==> src/rtl/uart_pkg.sv <==
// Shared UART definitions: receiver FSM encoding and frame constants.
// Used by both the receiver and the transmitter rework.
package uart_pkg;

    localparam int DEFAULT_CLKS_PER_BIT = 10417;
    localparam int DATA_BITS = 8;

    typedef enum logic [2:0] {
        IDLE  = 3'd0,
        START = 3'd1,
        DATA  = 3'd2,
        STOP  = 3'd3,
        BREAK = 3'd4
    } rx_state_t;

endpackage

==> src/rtl/uart_rx_if.sv <==
// Serial line and received-byte bundle between the UART receiver
// and its consumer.
interface uart_rx_if;
    import uart_pkg::*;

    logic                 rx;
    logic [DATA_BITS-1:0] d_in;
    logic                 valid;
    logic                 frame_err;
    logic                 busy;

    modport master (
        input  rx,
        output d_in,
        output valid,
        output frame_err,
        output busy
    );

    modport slave (
        output rx,
        input  d_in,
        input  valid,
        input  frame_err,
        input  busy
    );

endinterface

==> src/rtl/uart_rx_sync_ff.sv <==
// N-flop synchroniser for asynchronous inputs; resets to 1 so an
// idle-high line never looks active while reset is applied.
module sync_ff #(
    parameter int STAGES = 2
) (
    input  logic clk,
    input  logic rst,
    input  logic d,
    output logic q
);

    logic [STAGES-1:0] ff;

    always_ff @(posedge clk or posedge rst) begin
        if (rst) begin
            ff <= '1;
        end else begin
            ff <= {ff[STAGES-2:0], d};
        end
    end

    assign q = ff[STAGES-1];

endmodule

==> src/rtl/uart_rx.sv <==
// 8N1 UART receiver: synchronises rx, finds the start bit, samples
// mid-bit and strobes each good byte or a framing error.
module uart_rx
    import uart_pkg::*;
#(
    parameter int CLKS_PER_BIT = DEFAULT_CLKS_PER_BIT,
    parameter int SYNC_STAGES  = 2
) (
    input  logic clk,
    input  logic rst,
    uart_rx_if.master bus
);

    localparam int CW = $clog2(CLKS_PER_BIT);
    localparam int IW = $clog2(DATA_BITS);
    localparam logic [CW-1:0] HALF_LAST = CW'(CLKS_PER_BIT / 2 - 1);
    localparam logic [CW-1:0] BIT_LAST  = CW'(CLKS_PER_BIT - 1);
    localparam logic [IW-1:0] IDX_LAST  = IW'(DATA_BITS - 1);

    logic                 rx_s;
    rx_state_t            state, state_n;
    logic [CW-1:0]        cnt, cnt_n;
    logic [IW-1:0]        idx, idx_n;
    logic [DATA_BITS-1:0] shift, shift_n;
    logic [DATA_BITS-1:0] data_q, data_n;
    logic                 valid_q, valid_n;
    logic                 ferr_q, ferr_n;

    sync_ff #(.STAGES(SYNC_STAGES)) u_sync (
        .clk (clk),
        .rst (rst),
        .d   (bus.rx),
        .q   (rx_s)
    );

    always_ff @(posedge clk or posedge rst) begin
        if (rst) begin
            state   <= IDLE;
            cnt     <= '0;
            idx     <= '0;
            shift   <= '0;
            data_q  <= '0;
            valid_q <= 1'b0;
            ferr_q  <= 1'b0;
        end else begin
            state   <= state_n;
            cnt     <= cnt_n;
            idx     <= idx_n;
            shift   <= shift_n;
            data_q  <= data_n;
            valid_q <= valid_n;
            ferr_q  <= ferr_n;
        end
    end

    always_comb begin
        state_n = state;
        cnt_n   = (cnt == BIT_LAST) ? '0 : cnt + 1'b1;
        idx_n   = idx;
        shift_n = shift;
        data_n  = data_q;
        valid_n = 1'b0;
        ferr_n  = 1'b0;
        unique case (state)
            IDLE: begin
                cnt_n = '0;
                if (!rx_s) state_n = START;
            end
            START: begin
                if (cnt == HALF_LAST) begin
                    if (rx_s) begin
                        state_n = IDLE;
                    end else begin
                        cnt_n   = '0;
                        idx_n   = '0;
                        state_n = DATA;
                    end
                end
            end
            DATA: begin
                if (cnt == BIT_LAST) begin
                    shift_n[idx] = rx_s;
                    idx_n        = idx + 1'b1;
                    if (idx == IDX_LAST) state_n = STOP;
                end
            end
            STOP: begin
                // Return to IDLE mid stop bit so a following start edge is not missed
                if (cnt == BIT_LAST) begin
                    if (rx_s) begin
                        data_n  = shift;
                        valid_n = 1'b1;
                        state_n = IDLE;
                    end else begin
                        ferr_n  = 1'b1;
                        state_n = BREAK;
                    end
                end
            end
            BREAK: begin
                cnt_n = '0;
                if (rx_s) state_n = IDLE;
            end
            default: begin
                state_n = IDLE;
            end
        endcase
    end

    assign bus.d_in      = data_q;
    assign bus.valid     = valid_q;
    assign bus.frame_err = ferr_q;
    assign bus.busy      = (state != IDLE);

endmodule

==> src/flat_wrapper.sv <==
// flat-port wrapper written by rule: the top's interface ports become plain ports
module uart_rx_flat import uart_pkg::*;
#(
    parameter int CLKS_PER_BIT = DEFAULT_CLKS_PER_BIT,
    parameter int SYNC_STAGES  = 2
)
  (clk, rst, bus_rx, bus_d_in, bus_valid, bus_frame_err, bus_busy);
  uart_rx_if bus_i ();
  input  logic clk;
  input  logic rst;
  input wire logic [$bits(bus_i.rx)-1:0] bus_rx;
  output wire logic [$bits(bus_i.d_in)-1:0] bus_d_in;
  output wire logic [$bits(bus_i.valid)-1:0] bus_valid;
  output wire logic [$bits(bus_i.frame_err)-1:0] bus_frame_err;
  output wire logic [$bits(bus_i.busy)-1:0] bus_busy;
  assign bus_i.rx = bus_rx;
  assign bus_d_in = bus_i.d_in;
  assign bus_valid = bus_i.valid;
  assign bus_frame_err = bus_i.frame_err;
  assign bus_busy = bus_i.busy;
  uart_rx #(.CLKS_PER_BIT(CLKS_PER_BIT), .SYNC_STAGES(SYNC_STAGES)) u_core (.clk(clk), .rst(rst), .bus(bus_i));
endmodule
==> config.mk <==
export PLATFORM = sky130hd
export DESIGN_NAME = uart_rx_flat
export DESIGN_NICKNAME = d
export VERILOG_FILES = /design/src/rtl/uart_pkg.sv /design/src/rtl/uart_rx_if.sv /design/src/rtl/uart_rx_sync_ff.sv /design/src/rtl/uart_rx.sv /design/src/flat_wrapper.sv
export SDC_FILE = /design/constraint.sdc
export NUM_CORES = 1
export LEC_CHECK = 0
export CAP_MARGIN = 10
export CORE_UTILIZATION = 48
export CTS_CLUSTER_DIAMETER = 120
export DETAILED_ROUTE_END_ITERATION = 12
export GPL_TIMING_DRIVEN = 0
export PLACE_DENSITY_LB_ADDON = 0.12
export SLEW_MARGIN = 40
export SYNTH_ARGS = -nofsm -noshare
export SYNTH_HDL_FRONTEND = slang
export SYNTH_SLANG_ARGS = --single-unit
==> constraint.sdc <==
create_clock -name clk -period 3.25 [get_ports clk]
set_input_delay 0.325 -clock clk [delete_from_list [all_inputs] [get_ports clk]]
set_output_delay 0.325 -clock clk [all_outputs]
set_load 0.02 [all_outputs]
==> results.yml <==
sta:
  worst_pin_slew_ns: 0.535
  relSlewSlack: 0.643
  fin_setup_tns_ns: 0
  max_freq_ghz: 0.459
  final_max_slew_viol_count: 0
  clock_skew_ns: 0.00423
  period_minus_slack_ns: 2.18
  finalSetupViolCount: 0
  period_share: 0.670
  hold_viol: 0
  rsz0062_at_grt: "false"
clock_tree:
  holdBufCountCts: 0
  clk_path_buf_depth: 2
  h-tree-depth: 2
  numCtsBuffers: 5
  post_cts_resized: 0
  clock-root-buffer: "clkbuf_8"
  path_clk_slew_ns: 0.08
  cts_tree: "built"
  post_cts_buffers: 0
  worstSkewPairLatency_ns: 0.29
  clkSinkCount: 40
global_route:
  grt_pass1_vias: 1371
  grt_pass1_wl_mm: 6.44
  antenna_found_initial: 0
  grt.total_usage: 0.199
  grt_max_degree: 24
  grt_overflow: 0
setup_path:
  cp_slowest_cell: "clkdlybuf4s50_1"
  end_kind: "output pin"
  start_kind: "flop"
  required_ns: 2.92
  path_cells: "clkbuf_1 > or3_1 > clkdlybuf4s50_1"
  worst_r2r_endpoint: "u_core.cnt[10]"
  worstPathMaxFanout: 10
  cp.arrival_ns: 1.85
  r2r_cells: 6
  slowest_delay_ns: 0.54
  path_class: "reg -> out"
  reg2reg_from: "u_core.cnt[0]"
  reg2reg_slack_ns: 1.24
place:
  hpwl_mm: 2.54
  dp.cells: 243
  port-buffer-count: 13
  globalplace.congestion: 0.803
  dpl_cell_area_um2: 2190
layout:
  drive_gt1_frac: 0.177
  antenna_cells: 0
  design_area_um2: 2300
  fill_cells: 312
  nNetsFinal: 209
  final_core_util: 0.607
  layout.cells.non_filler: 251
  area_delta_synth_final_pct: 16.9
synthesis:
  synthesis.nets: 188
  async_reset_ff_frac: 1.00
  netlist_area_um2: 1970
  synth_flop_cell: "dfrtp_1"
  synth-edff-count: 0
  post_synth.cell_area_avg_um2: 10.9
  seq_area_frac_synth: 0.509
  syn-instance-count: 181
  synth-seq-cells: 40
  netlist-cell-type-count: 50
  yosys_warnings: 0
floorplanning:
  die-width_um: 66.1
  io_pins: 14
  initial_core_util: 0.519
  num_rows: 22
  die_h_um: 66.1
  core_area_um2: 3800
  dieArea_um2: 4370
detailed_routing:
  vias: 1388
  ant_nets: 0
  viasPerCell: 5.53
  firstDrtPassIters: 6
  wire_per_inst_um: 14.4
  finalWirelength_mm: 3.61
  post-route-drc-count: 0
  drt_iter0_markers: 88
flow_run:
  cap_violations: 0
power:
  pwr-share-seq: 0.536
  peakVddDrop_mv: 0.355
  power.total_uw: 934
  power_density_nw_per_um2: 405
  p_switching_uw: 196
  p_int_uw: 738
  switching_share: 0.210
  power_frac_comb: 0.022
  clkPwrFrac: 0.442
  leakagePower_uw: 0.00101
outcome:
  status: "finished, final reports clean"
worst_hold_path:
  hold_class: "in -> async"
-- power by group through the flow --
stage	sequential (µW)	clock [µW]	combinational, µW
floorplan	510	0	10.6
global placement	510	0	16.1
detailed placement	510	0	21.6
CTS	501	422	21.7
global route	501	446	23.6
finish	500	413	20.6
-- Yosys cell counts (3+ instances only) --
cell / n / area share
nand3_1: 11 / 0.028
inv_1: 9 / 0.017
xnor2_1: 9 / 0.040
dfrtp_1: 38 / 0.48
nor2b_1: 3 / 0.0095
nor3b_1: 3 / 0.011
nor2_1: 21 / 0.040
mux2_2: 15 / 0.086
ha_1: 4 / 0.025
a21oi_1: 3 / 0.0076
nand4_1: 4 / 0.013
nor3_1: 6 / 0.015
clkbuf_1: 4 / 0.0076
buf_2: 3 / 0.0076
nand2_1: 6 / 0.011
-- layout make-up --
class                   instances  area (µm²)  area share
clock buffers                   5        68.8      0.0299
plain buffers                   9        41.3      0.0179
inverters                       9        33.8      0.0147
flip-flops and latches         40        1000       0.435
clock inverters                 3        46.3      0.0201
well taps                      48        60.1      0.0261
repair buffers                 14         158      0.0684
multi-input cells             123         893       0.388
-- routing by layer --
layer	routed length, µm	track usage	share of wire	up-vias
met3	98	0.0414	0.027	7
met4	51	0.0798	0.014	0
met2	1630	0.300	0.45	18
li1	-	-	-	677
met5	0	0	0	-
met1	1830	0.278	0.51	686
-- critical path, delay by kind of cell, from the launching register on --
family | cells | cell delay (ns)
buf+inv | 2 | 0.75
simple gates | 1 | 0.40
flops | 1 | 0.42
-- flip-flops by register name (all words and copies together), names as in the netlist --
name and cells:
u_core.u_sync.ff 2, u_core.bus.frame_err 1, u_core.cnt 14, u_core.bus.valid 1
u_core.idx 3, u_core.shift 8, u_core.bus.d_in 8, u_core.state 3
-- worst max path at each step --
| stage | start | endpoint | slack [ns] | depth (start not counted) |
|---|---|---|---|---|
| final | u_core.state[0] | bus_busy | 1.07 | 3 |
| after global routing | u_core.state[0] | bus_busy | 1.0 | 3 |
| after CTS | u_core.state[0] | bus_busy | 1.07 | 3 |
| after detailed placement | u_core.cnt[3] | u_core.cnt[3] | 1.24 | 5 |
| after global placement | rst | u_core.cnt[13] | 1.24 | 2 |
| after floorplan | u_core.cnt[3] | u_core.shift[5] | 1.49 | 5 |
-- layout by cell type (no fill, tap or decap), types with 2 or more instances in the layout --
cell and n:
dfrtp_1 38, nor2_1 21, mux2_2 15, clkdlybuf4s50_1 13, nand3_1 11, xnor2_1 9
inv_1 8, nand2_1 6, nor3_1 6, clkbuf_8 5, nand4_1 4, clkbuf_1 4
ha_1 4, nor2b_1 3, nor3b_1 3, buf_2 3, a21oi_1 3, nand3b_1 2
and3_1 2, a221o_1 2, o21ai_0 2, xor2_1 2, nor4_1 2, dfstp_2 2
-- metrics by stage --
step,hold slack (ns),setup WS [ns]
6_report,0.350,1.07
5_1_grt,0.370,0.996
4_1_cts,0.365,1.07
3_5_place_dp,0.350,1.24
3_3_place_gp,0.349,1.24
2_1_floorplan,0.329,1.49
-- cell families after synthesis --
kind of cell	Yosys count	share of synthesized area
and+or+nand+nor	75	0.222
DFF	40	0.509
buffers and inverters	18	0.0381
muxes	17	0.0964
AOI/OAI and AO/OA	16	0.0603
xor gates and xnor gates	11	0.0489
adders and majority gates	4	0.0254
Note: power is estimated with default switching activity, not from simulation.
